$ cat src/rtl/mem_bus_ctrl_if.sv
// Control-unit / memory handshake bundle for mem_bus_ctrl.
interface mem_bus_ctrl_if #(
  parameter int unsigned DATA_WIDTH = 32,
  parameter int unsigned ADDR_WIDTH = 9
);
  // Control-unit side
  logic                  req;
  logic                  wr;
  logic [ADDR_WIDTH-1:0] addr_in;
  logic [DATA_WIDTH-1:0] wdata_in;
  logic                  busy;
  logic                  done;
  logic [DATA_WIDTH-1:0] rdata_out;

  // RAM side
  logic [ADDR_WIDTH-1:0] mem_addr;
  logic [DATA_WIDTH-1:0] mem_wdata;
  logic                  mem_re;
  logic                  mem_we;
  logic [DATA_WIDTH-1:0] mem_rdata;

  // Requester / RAM environment view
  modport master (
    output req, wr, addr_in, wdata_in, mem_rdata,
    input  busy, done, rdata_out, mem_addr, mem_wdata, mem_re, mem_we
  );

  // Controller view
  modport slave (
    input  req, wr, addr_in, wdata_in, mem_rdata,
    output busy, done, rdata_out, mem_addr, mem_wdata, mem_re, mem_we
  );
endinterface

$ cat src/rtl/mem_bus_ctrl.sv
// Multi-cycle read/write controller between the control unit and a synchronous RAM.
// Every output is driven straight from a flop; the async clear drops the strobes at once.
module mem_bus_ctrl #(
  parameter int unsigned DATA_WIDTH  = 32,
  parameter int unsigned ADDR_WIDTH  = 9,
  parameter int unsigned WAIT_CYCLES = 2
) (
  input  logic           clk,
  input  logic           clr,
  mem_bus_ctrl_if.slave  bus
);

  localparam int unsigned CNT_W = $clog2(WAIT_CYCLES) + 1;

  typedef enum logic [1:0] {
    IDLE   = 2'd0,
    ACCESS = 2'd1,
    DONE   = 2'd2
  } state_t;

  state_t                state_q, state_d;
  logic [CNT_W-1:0]      cnt_q, cnt_d;
  logic                  wr_q, wr_d;
  logic [ADDR_WIDTH-1:0] addr_q, addr_d;
  logic [DATA_WIDTH-1:0] wdata_q, wdata_d;
  logic [DATA_WIDTH-1:0] rdata_q, rdata_d;
  logic                  busy_q, busy_d;
  logic                  done_q, done_d;
  logic                  re_q, re_d;
  logic                  we_q, we_d;

  // Next-state, latches and the flop-driven output strobes for the next cycle.
  always_comb begin
    state_d = state_q;
    cnt_d   = cnt_q;
    wr_d    = wr_q;
    addr_d  = addr_q;
    wdata_d = wdata_q;
    rdata_d = rdata_q;

    case (state_q)
      IDLE: begin
        if (bus.req) begin
          wr_d    = bus.wr;
          addr_d  = bus.addr_in;
          wdata_d = bus.wdata_in;
          cnt_d   = CNT_W'(WAIT_CYCLES - 1);
          state_d = ACCESS;
        end
      end
      ACCESS: begin
        if (cnt_q == '0) begin
          state_d = DONE;
          if (!wr_q) begin
            rdata_d = bus.mem_rdata;
          end
        end else begin
          cnt_d = cnt_q - CNT_W'(1);
        end
      end
      DONE: begin
        state_d = IDLE;
      end
      default: begin
        state_d = IDLE;
      end
    endcase

    busy_d = (state_d != IDLE);
    done_d = (state_d == DONE);
    re_d   = (state_d == ACCESS) && !wr_d;
    we_d   = (state_d == ACCESS) &&  wr_d;
  end

  // State, latches and output flops; clr clears everything immediately.
  always_ff @(posedge clk or posedge clr) begin
    if (clr) begin
      state_q <= IDLE;
      cnt_q   <= '0;
      wr_q    <= 1'b0;
      addr_q  <= '0;
      wdata_q <= '0;
      rdata_q <= '0;
      busy_q  <= 1'b0;
      done_q  <= 1'b0;
      re_q    <= 1'b0;
      we_q    <= 1'b0;
    end else begin
      state_q <= state_d;
      cnt_q   <= cnt_d;
      wr_q    <= wr_d;
      addr_q  <= addr_d;
      wdata_q <= wdata_d;
      rdata_q <= rdata_d;
      busy_q  <= busy_d;
      done_q  <= done_d;
      re_q    <= re_d;
      we_q    <= we_d;
    end
  end

  assign bus.busy      = busy_q;
  assign bus.done      = done_q;
  assign bus.rdata_out = rdata_q;
  assign bus.mem_addr  = addr_q;
  assign bus.mem_wdata = wdata_q;
  assign bus.mem_re    = re_q;
  assign bus.mem_we    = we_q;

endmodule
$ cat src/flat_wrapper.sv
// flat-port wrapper written by rule: the top's interface ports become plain ports
module mem_bus_ctrl_flat 
#(
  parameter int unsigned DATA_WIDTH  = 32,
  parameter int unsigned ADDR_WIDTH  = 9,
  parameter int unsigned WAIT_CYCLES = 2
)
  (clk, clr, bus_req, bus_wr, bus_addr_in, bus_wdata_in, bus_mem_rdata, bus_busy, bus_done, bus_rdata_out, bus_mem_addr, bus_mem_wdata, bus_mem_re, bus_mem_we);
  mem_bus_ctrl_if #(.DATA_WIDTH(DATA_WIDTH), .ADDR_WIDTH(ADDR_WIDTH)) bus_i ();
  input  logic clk;
  input  logic clr;
  input wire logic [$bits(bus_i.req)-1:0] bus_req;
  input wire logic [$bits(bus_i.wr)-1:0] bus_wr;
  input wire logic [$bits(bus_i.addr_in)-1:0] bus_addr_in;
  input wire logic [$bits(bus_i.wdata_in)-1:0] bus_wdata_in;
  input wire logic [$bits(bus_i.mem_rdata)-1:0] bus_mem_rdata;
  output wire logic [$bits(bus_i.busy)-1:0] bus_busy;
  output wire logic [$bits(bus_i.done)-1:0] bus_done;
  output wire logic [$bits(bus_i.rdata_out)-1:0] bus_rdata_out;
  output wire logic [$bits(bus_i.mem_addr)-1:0] bus_mem_addr;
  output wire logic [$bits(bus_i.mem_wdata)-1:0] bus_mem_wdata;
  output wire logic [$bits(bus_i.mem_re)-1:0] bus_mem_re;
  output wire logic [$bits(bus_i.mem_we)-1:0] bus_mem_we;
  assign bus_i.req = bus_req;
  assign bus_i.wr = bus_wr;
  assign bus_i.addr_in = bus_addr_in;
  assign bus_i.wdata_in = bus_wdata_in;
  assign bus_i.mem_rdata = bus_mem_rdata;
  assign bus_busy = bus_i.busy;
  assign bus_done = bus_i.done;
  assign bus_rdata_out = bus_i.rdata_out;
  assign bus_mem_addr = bus_i.mem_addr;
  assign bus_mem_wdata = bus_i.mem_wdata;
  assign bus_mem_re = bus_i.mem_re;
  assign bus_mem_we = bus_i.mem_we;
  mem_bus_ctrl #(.DATA_WIDTH(DATA_WIDTH), .ADDR_WIDTH(ADDR_WIDTH), .WAIT_CYCLES(WAIT_CYCLES)) u_core (.clk(clk), .clr(clr), .bus(bus_i));
endmodule
$ cat config.mk
export PLATFORM = sky130hd
export DESIGN_NAME = mem_bus_ctrl_flat
export DESIGN_NICKNAME = d
export VERILOG_FILES = /design/src/rtl/mem_bus_ctrl_if.sv /design/src/rtl/mem_bus_ctrl.sv /design/src/flat_wrapper.sv
export SDC_FILE = /design/constraint.sdc
export NUM_CORES = 1
export LEC_CHECK = 0
export CAP_MARGIN = 10
export CORE_ASPECT_RATIO = 0.5
export CORE_MARGIN = 2
export CORE_UTILIZATION = 39
export DETAILED_ROUTE_END_ITERATION = 10
export PLACE_DENSITY = 0.73
export SLEW_MARGIN = 20
export SYNTH_ARGS = -nofsm -noshare
export SYNTH_HDL_FRONTEND = slang
export SYNTH_SLANG_ARGS = --single-unit
export TNS_END_PERCENT = 30
$ cat constraint.sdc
create_clock -name clk -period 4.4 [get_ports clk]
set_clock_uncertainty 0.15 [all_clocks]
set_input_delay 0.88 -clock clk [delete_from_list [all_inputs] [get_ports clk]]
set_output_delay 0.88 -clock clk [all_outputs]
set_load 0.01 [all_outputs]
==> run_summary.xml, run 1 <==
<?xml version="1.0" encoding="UTF-8"?>
<metrics>
  <group name="outcome">
    <metric name="run_status" unit="">finished clean</metric>
  </group>
  <group name="sta">
    <metric name="relSlewSlack" unit="">0.353</metric>
    <metric name="fin_tns_setup" unit="ns">0</metric>
    <metric name="timing.fmax" unit="MHz">358</metric>
    <metric name="setup_violation_total_in_the_final_timing_report" unit="">0</metric>
    <metric name="finalHoldViolations" unit="">0</metric>
    <metric name="finalCritPeriodShare" unit="">0.635</metric>
    <metric name="slew_viol_final" unit="">0</metric>
    <metric name="tightest_slew" unit="ns">0.969</metric>
    <metric name="rsz0062_at_grt" unit="">no</metric>
    <metric name="post_route_minimum_period" unit="ns">2.80</metric>
  </group>
  <group name="worst_setup_path">
    <metric name="start_kind" unit="">input port</metric>
    <metric name="setup_slack_of_the_worst_register_to_register_path" unit="ns">2.17</metric>
    <metric name="worst_path_slowest_cell" unit="">sky130_fd_sc_hd__nor3b_4</metric>
    <metric name="arrival" unit="ns">2.86</metric>
    <metric name="timing.critical_path.slowest_cell_delay" unit="ns">0.81</metric>
    <metric name="timing.critical_path.required" unit="ns">4.47</metric>
    <metric name="worst-setup-path-type" unit="">input port to flip-flop</metric>
    <metric name="rr_worst_depth" unit="">3</metric>
    <metric name="critical_path_fanouts_max" unit="">25</metric>
    <metric name="reg2reg_from" unit="">u_core.state_q[0]$_DFF_PP0_</metric>
    <metric name="path_cells" unit="">clkdlybuf4s50_1, nor3b_4, buf_12, mux2_2</metric>
    <metric name="cp-end-kind" unit="">flip-flop</metric>
    <metric name="endpoint_of_the_worst_register_to_register_path" unit="">u_core.bus.mem_wdata[16]$_DFFE_PP0P_</metric>
  </group>
  <group name="die">
    <metric name="die_x" unit="um">134</metric>
    <metric name="die_h" unit="um">69.1</metric>
    <metric name="fp.dieArea" unit="mm^2">0.00928</metric>
    <metric name="floorplan.rows" unit="">23</metric>
    <metric name="initial_standard_cell_utilization_of_the_core" unit="">0.407</metric>
    <metric name="ioPinCount" unit="">154</metric>
    <metric name="core_area" unit="mm^2">0.00812</metric>
  </group>
  <group name="placement">
    <metric name="port-buffer-count" unit="">153</metric>
    <metric name="place_hpwl" unit="mm">5.64</metric>
    <metric name="finalWeightedCongestion" unit="">0.743</metric>
  </group>
  <group name="synth">
    <metric name="syn_area_per_cell" unit="um^2">18.0</metric>
    <metric name="synth_adder_area_share" unit="">0.00757</metric>
    <metric name="multiplexer_area_fraction_after_synthesis" unit="">0.297</metric>
    <metric name="ys_seq_elements" unit="">82</metric>
    <metric name="yosysSeqAreaShare" unit="">0.621</metric>
    <metric name="ys_warn_count" unit="">0</metric>
    <metric name="mappedNetlistNets" unit="">263</metric>
    <metric name="synth-main-ff-cell" unit="">sky130_fd_sc_hd__dfrtp_1</metric>
    <metric name="cells_after_synth" unit="">184</metric>
    <metric name="synthSimpleGateAreaFrac" unit="">0.0303</metric>
    <metric name="yosys.cell_types.count" unit="">20</metric>
    <metric name="synth_compound_gate_area_share" unit="">0.00605</metric>
    <metric name="synth_top_family_by_area" unit="">multiplexers</metric>
    <metric name="synth-xor-area-share" unit="">0</metric>
    <metric name="async_reset_ff_frac" unit="">1.00</metric>
    <metric name="mappedNetlistArea" unit="mm^2">0.00331</metric>
    <metric name="count_of_flip_flops_with_a_built_in_enable_after_synthesis" unit="">0</metric>
  </group>
  <group name="final_layout">
    <metric name="area_delta_synth_final" unit="%">56.5</metric>
    <metric name="layout_commonest_cell" unit="">sky130_fd_sc_hd__clkdlybuf4s50_1</metric>
    <metric name="insertedDiodeCount" unit="">0</metric>
    <metric name="leading_cell_types_in_the_layout_fill_and_taps_excluded" unit="">153 x sky130_fd_sc_hd__clkdlybuf4s50_1, 82 x sky130_fd_sc_hd__dfrtp_1, 40 x sky130_fd_sc_hd__mux2_4</metric>
    <metric name="num-nets-final" unit="">422</metric>
    <metric name="post-route-util" unit="">0.638</metric>
    <metric name="post_route_cells_drive_above_1_share" unit="">0.273</metric>
  </group>
  <group name="global_routing">
    <metric name="global_route.usage.met1" unit="">0.196</metric>
    <metric name="grt_pass1_vias" unit="">2482</metric>
    <metric name="grt_overflow_total" unit="">0</metric>
    <metric name="grt_max_degree" unit="">57</metric>
    <metric name="gr-max-usage-layer" unit="">met2</metric>
    <metric name="track_usage" unit="">0.180</metric>
    <metric name="number_of_antenna_violations_at_the_first_check_in_global_routing" unit="">0</metric>
    <metric name="global_route_wire_length_before_repair" unit="mm">12.8</metric>
    <metric name="globalRouteMet3Util" unit="">0.0493</metric>
    <metric name="grt_use_met2" unit="">0.340</metric>
  </group>
  <group name="cts">
    <metric name="insertion_delay" unit="ns">0.33</metric>
    <metric name="tritoncts.num_buffers" unit="">9</metric>
    <metric name="cts_tree" unit="">yes</metric>
    <metric name="post_cts.resized_instances" unit="">0</metric>
    <metric name="cts_hold_repair.buffers" unit="">0</metric>
    <metric name="clock_tree.root_cell" unit="">sky130_fd_sc_hd__clkbuf_16</metric>
    <metric name="clk_pin_slew" unit="ns">0.06</metric>
    <metric name="clock_sink_count" unit="">82</metric>
    <metric name="cts.path.max_buffers" unit="">2</metric>
    <metric name="htree_num_levels" unit="">3</metric>
    <metric name="post_cts_buffers" unit="">0</metric>
  </group>
  <group name="drt">
    <metric name="initialDrtViolationCount" unit="">45</metric>
    <metric name="drc" unit="">0</metric>
    <metric name="via_per_inst" unit="">4.56</metric>
    <metric name="total_wire_length" unit="mm">7.71</metric>
    <metric name="detailroute.via_count" unit="">2098</metric>
    <metric name="avgRoutedWirePerCell" unit="um">16.8</metric>
    <metric name="detailedRoute.firstPassIterationCount" unit="">4</metric>
    <metric name="route.antenna.remaining_nets" unit="">0</metric>
  </group>
  <group name="worst_hold_path">
    <metric name="worst_min_delay_path_startpoint" unit="">u_core.bus.mem_wdata[5]$_DFFE_PP0P_</metric>
    <metric name="timing.hold.worst_path_depth" unit="">1</metric>
    <metric name="min_path_type" unit="">flip-flop to flip-flop</metric>
    <metric name="whs_endpoint" unit="">u_core.bus.mem_wdata[5]$_DFFE_PP0P_</metric>
  </group>
  <group name="power_and_ir_drop">
    <metric name="power.density_cell_area" unit="mW/mm^2">746</metric>
    <metric name="max-vdd-ir-drop" unit="V">0.000301</metric>
    <metric name="p_leak" unit="uW">0.00223</metric>
  </group>
  <group name="run">
    <metric name="cap_violations" unit="">0</metric>
  </group>
</metrics>
-- report_power, final --
| part | switching [uW] | leakage, uW | total, uW | internal, uW |
|---|---|---|---|---|
| logic | 625 | 0.00113 | 1810 | 1180 |
| registers | 228 | 0.000977 | 1370 | 1140 |
| clock network | 291 | 0.000131 | 686 | 394 |
-- area by class of cell --
class	instances	area, um^2
Clock buffer	11	243
Clock inverter	5	30.0
Fill cell	589	2940
Inverter	6	23.8
Multi-Input combinational cell	89	1130
Sequential cell	82	2050
Tap cell	112	140
Timing Repair Buffer	155	1560
-- layer usage --
metal  vias up  part of all wire
li1        956                 -
met1      1081              0.38
met2        50              0.57
met3        11             0.039
met4         0             0.013
met5         -                 0
-- stage by stage --
step | instance area, um^2 | std cells | total power [uW] | setup slack, ns | hold WS [ns]
finish | 5170 | 460 | 3860 | 1.60 | 0.357
global route | 5170 | 460 | 4070 | 1.49 | 0.372
CTS | 5170 | 460 | 3920 | 1.57 | 0.359
detailed placement | 4900 | 444 | 3200 | 1.24 | 0.342
global placement | 4900 | 444 | 3140 | 1.33 | 0.339
floorplan | 3310 | 184 | 2290 | 1.26 | 0.361
-- registers in the layout (all words and copies together) (netlist names) --
name / flops
u_core.bus.rdata_out: 32
u_core.wr_q: 1
u_core.bus.mem_addr: 9
u_core.bus.done: 1
u_core.bus.busy: 1
u_core.bus.mem_we: 1
u_core.bus.mem_wdata: 32
u_core.bus.mem_re: 1
u_core.state_q: 2
u_core.cnt_q: 2
-- worst max path at each step --
stage                 start                              endpoint  slack [ns]  cells past startpoint
floorplan               clr             u_core.bus.busy$_DFF_PP0_        1.26                      1
finish              bus_req  u_core.bus.mem_wdata[16]$_DFFE_PP0P_        1.60                      4
global route        bus_req  u_core.bus.mem_wdata[31]$_DFFE_PP0P_        1.49                      4
detailed placement  bus_req  u_core.bus.mem_wdata[16]$_DFFE_PP0P_        1.24                      4
CTS                 bus_req    u_core.bus.mem_addr[6]$_DFFE_PP0P_        1.57                      4
global placement    bus_req  u_core.bus.mem_wdata[13]$_DFFE_PP0P_        1.33                      4
-- cell usage after synthesis, drive strengths merged (2+ instances only) --
| cell type | n | area share |
|---|---|---|
| inv | 6 | 0.0068 |
| buf | 7 | 0.032 |
| mux2 | 73 | 0.29 |
| dfrtp | 82 | 0.62 |
| ha | 2 | 0.0076 |
| nor2 | 3 | 0.0083 |
-- worst max-delay path: cells and delay by family --
kind	cells	cell delay, ns
muxes	1	0.36
buffers and inverters	2	0.80
and+or+nand+nor	1	0.81
-- kinds of logic after synthesis --
family	Yosys count
DFF	82
adders and majority gates	2
and+or+nand+nor	10
AOI/OAI and AO/OA	3
buffers and inverters	13
muxes	74
Power figures use the tool's default switching activity.
==> run 2: changes to the inputs <==
- clock period: 4.4 -> 2.6 ns (I/O delays scaled with it)
==> run 2 against run 1 <==
  * Critical path depth is 2 higher
  * Non-clock buffer count is 3 higher
  * Clock-buffer cell count is 3 higher
  * First-iteration DRC count is 33% higher
  * Total power is 72% higher
  * Flip-flop and latch count stayed put
  * Combinational power is 70% higher
  * Global-route usage is 1.3 points lower
  * Critical endpoint is now u_core.bus.rdata_out[1]$_DFFE_PP0P_
  * Largest cell class unchanged
==> run_summary.xml, run 2 (synthesized netlist as in run 1, its figures left out) <==
<?xml version="1.0" encoding="UTF-8"?>
<metrics>
  <group name="worst_setup_path">
    <metric name="critical_path_buf_inv_count" unit="">2</metric>
    <metric name="worstSetupPathDepth" unit="">6</metric>
    <metric name="start_kind" unit="">flip-flop</metric>
    <metric name="cp_top_family" unit="">simple AND/OR/NAND/NOR gates</metric>
    <metric name="rr_worst_depth" unit="">6</metric>
    <metric name="worst-setup-path-type" unit="">flip-flop to flip-flop</metric>
    <metric name="reg2reg_from" unit="">u_core.cnt_q[0]$_DFFE_PP0P_</metric>
    <metric name="critical_path_fanouts_max" unit="">18</metric>
    <metric name="worst_path_slowest_cell" unit="">sky130_fd_sc_hd__dfrtp_1</metric>
    <metric name="cp-startpoint" unit="">u_core.cnt_q[0]$_DFFE_PP0P_</metric>
    <metric name="endpoint_of_the_worst_register_to_register_path" unit="">u_core.bus.rdata_out[1]$_DFFE_PP0P_</metric>
    <metric name="arrival" unit="ns">2.11</metric>
    <metric name="cp-end-kind" unit="">flip-flop</metric>
    <metric name="timing.critical_path.required" unit="ns">2.65</metric>
    <metric name="setup_slack_of_the_worst_register_to_register_path" unit="ns">0.54</metric>
    <metric name="timing.critical_path.slowest_cell_delay" unit="ns">0.36</metric>
    <metric name="path_cells" unit="">inv_1, ha_1, nand3b_4, nor2_8, buf_12, mux2_2</metric>
    <metric name="critical_path.endpoint" unit="">u_core.bus.rdata_out[1]$_DFFE_PP0P_</metric>
  </group>
  <group name="sta">
    <metric name="finalHoldViolations" unit="">0</metric>
    <metric name="post_route_minimum_period" unit="ns">2.06</metric>
    <metric name="tightest_slew" unit="ns">0.571</metric>
    <metric name="finalCritPeriodShare" unit="">0.791</metric>
    <metric name="slew_viol_final" unit="">0</metric>
    <metric name="relSlewSlack" unit="">0.619</metric>
    <metric name="rsz0062_at_grt" unit="">no</metric>
    <metric name="final.setup.worst_slack" unit="ns">0.544</metric>
    <metric name="setup_violation_total_in_the_final_timing_report" unit="">0</metric>
    <metric name="fin_tns_setup" unit="ns">0</metric>
    <metric name="timing.fmax" unit="MHz">486</metric>
  </group>
  <group name="power_and_ir_drop">
    <metric name="power.density_cell_area" unit="mW/mm^2">1270</metric>
    <metric name="p_leak" unit="uW">0.00226</metric>
    <metric name="swShare" unit="">0.284</metric>
    <metric name="seq_power_share" unit="">0.348</metric>
    <metric name="net-switching-power" unit="uW">1880</metric>
    <metric name="power_report.internal_total" unit="uW">4750</metric>
    <metric name="max-vdd-ir-drop" unit="V">0.000489</metric>
    <metric name="power.clock.fraction" unit="">0.188</metric>
    <metric name="logic_gate_share_of_total_power" unit="">0.464</metric>
  </group>
  <group name="final_layout">
    <metric name="n_fill_cell" unit="">597</metric>
    <metric name="num-nets-final" unit="">425</metric>
    <metric name="leading_cell_types_in_the_layout_fill_and_taps_excluded" unit="">153 x sky130_fd_sc_hd__clkdlybuf4s50_1, 82 x sky130_fd_sc_hd__dfrtp_1, 40 x sky130_fd_sc_hd__mux2_4</metric>
    <metric name="insertedDiodeCount" unit="">0</metric>
    <metric name="layout_commonest_cell" unit="">sky130_fd_sc_hd__clkdlybuf4s50_1</metric>
    <metric name="post_route_cells_drive_above_1_share" unit="">0.274</metric>
    <metric name="final_area" unit="mm^2">0.00524</metric>
    <metric name="area_delta_synth_final" unit="%">58.4</metric>
    <metric name="multi_input_area" unit="mm^2">0.00113</metric>
    <metric name="ff_latch_area" unit="mm^2">0.00205</metric>
  </group>
  <group name="placement">
    <metric name="place_worst_setup_slack" unit="ns">0.417</metric>
    <metric name="dpl_cell_area" unit="mm^2">0.00494</metric>
    <metric name="place_hpwl" unit="mm">5.62</metric>
    <metric name="finalWeightedCongestion" unit="">0.724</metric>
    <metric name="port-buffer-count" unit="">153</metric>
  </group>
  <group name="global_routing">
    <metric name="global_route_wire_length_before_repair" unit="mm">12.0</metric>
    <metric name="number_of_antenna_violations_at_the_first_check_in_global_routing" unit="">0</metric>
    <metric name="grt_max_degree" unit="">47</metric>
    <metric name="track_usage" unit="">0.166</metric>
    <metric name="grt_pass1_vias" unit="">2325</metric>
    <metric name="grt_overflow_total" unit="">0</metric>
  </group>
  <group name="drt">
    <metric name="routed.top_layer" unit="">met4</metric>
    <metric name="dr_wl_met3" unit="um">296</metric>
    <metric name="m1WireLength" unit="mm">2.92</metric>
    <metric name="route.antenna.remaining_nets" unit="">0</metric>
    <metric name="via_per_inst" unit="">4.47</metric>
    <metric name="avgRoutedWirePerCell" unit="um">15.8</metric>
    <metric name="drc" unit="">0</metric>
    <metric name="initialDrtViolationCount" unit="">60</metric>
    <metric name="detailroute.via_count" unit="">2071</metric>
    <metric name="met2_wirelength" unit="mm">4.03</metric>
    <metric name="total_wire_length" unit="mm">7.34</metric>
    <metric name="detailedRoute.firstPassIterationCount" unit="">4</metric>
  </group>
  <group name="cts">
    <metric name="clock_sink_count" unit="">82</metric>
    <metric name="clock_tree.root_cell" unit="">sky130_fd_sc_hd__clkbuf_16</metric>
    <metric name="insertion_delay" unit="ns">0.32</metric>
    <metric name="post_cts_buffers" unit="">0</metric>
    <metric name="tritoncts.num_buffers" unit="">9</metric>
    <metric name="cts_tree" unit="">yes</metric>
    <metric name="htree_num_levels" unit="">3</metric>
    <metric name="cts_hold_repair.buffers" unit="">0</metric>
    <metric name="clk_pin_slew" unit="ns">0.06</metric>
    <metric name="post_cts.resized_instances" unit="">0</metric>
    <metric name="cts.path.max_buffers" unit="">2</metric>
  </group>
  <group name="worst_hold_path">
    <metric name="timing.hold.worst_path_depth" unit="">1</metric>
    <metric name="min_path_type" unit="">flip-flop to flip-flop</metric>
  </group>
  <group name="die">
    <metric name="core_area" unit="mm^2">0.00812</metric>
    <metric name="die_x" unit="um">134</metric>
    <metric name="fp.dieArea" unit="mm^2">0.00928</metric>
    <metric name="ioPinCount" unit="">154</metric>
    <metric name="die_h" unit="um">69.1</metric>
    <metric name="initial_standard_cell_utilization_of_the_core" unit="">0.407</metric>
    <metric name="floorplan.rows" unit="">23</metric>
  </group>
  <group name="outcome">
    <metric name="run_status" unit="">finished clean</metric>
  </group>
  <group name="run">
    <metric name="cap_violations" unit="">0</metric>
  </group>
</metrics>
[run 2: changes by cell type in the layout (fill, tap and decap cells not counted), sizes merged]
| cell | previous run | this run |
|---|---|---|
| clkbuf | 11 | 14 |
| clkinv | 4 | 1 |
| bufinv | 0 | 1 |
| clkinvlp | 2 | 1 |
| buf | 2 | 5 |
[run 2: final cells by class]
cell class	instances	share of cell area
Timing Repair Buffer	158	0.304
Tap cell	112	0.0267
Inverter	6	0.00502
Sequential cell	82	0.392
Clock inverter	2	0.00669
Clock buffer	14	0.0504
Multi-Input combinational cell	89	0.215
[run 2: power groups by stage]
stage	combinational [uW]	clock [uW]	sequential, uW
2_1_floorplan	1310	0	2570
3_3_place_gp	3040	0	2300
3_5_place_dp	3110	0	2320
4_1_cts	3120	1280	2320
5_1_grt	3240	1340	2390
6_report	3070	1250	2310
[run 2: how the worst min path moves through the flow]
stage	from	end	slack, ns
after CTS	u_core.bus.mem_wdata[16]$_DFFE_PP0P_	u_core.bus.mem_wdata[16]$_DFFE_PP0P_	0.36
after global placement	u_core.bus.mem_addr[5]$_DFFE_PP0P_	u_core.bus.mem_addr[5]$_DFFE_PP0P_	0.34
after global routing	u_core.bus.mem_wdata[16]$_DFFE_PP0P_	u_core.bus.mem_wdata[16]$_DFFE_PP0P_	0.37
after floorplan	u_core.cnt_q[0]$_DFFE_PP0P_	u_core.cnt_q[0]$_DFFE_PP0P_	0.36
after detailed placement	u_core.bus.rdata_out[25]$_DFFE_PP0P_	u_core.bus.rdata_out[25]$_DFFE_PP0P_	0.34
final	u_core.bus.mem_wdata[16]$_DFFE_PP0P_	u_core.bus.mem_wdata[16]$_DFFE_PP0P_	0.35
[run 2: per-layer routing]
layer	up-vias	GRT usage
li1	962	-
met1	1051	0.191
met2	50	0.300
met3	8	0.0471
met4	0	0.0561
met5	-	0
[run 2: through the flow]
stage               instances  utilization  hold WS [ns]  total power [uW]
floorplan                 184            -         0.361              3880
global placement          447        0.609         0.342              5340
detailed placement        447        0.609         0.342              5440
CTS                       463        0.646         0.357              6720
global route              463        0.646         0.368              6970
finish                    463        0.646         0.354              6630
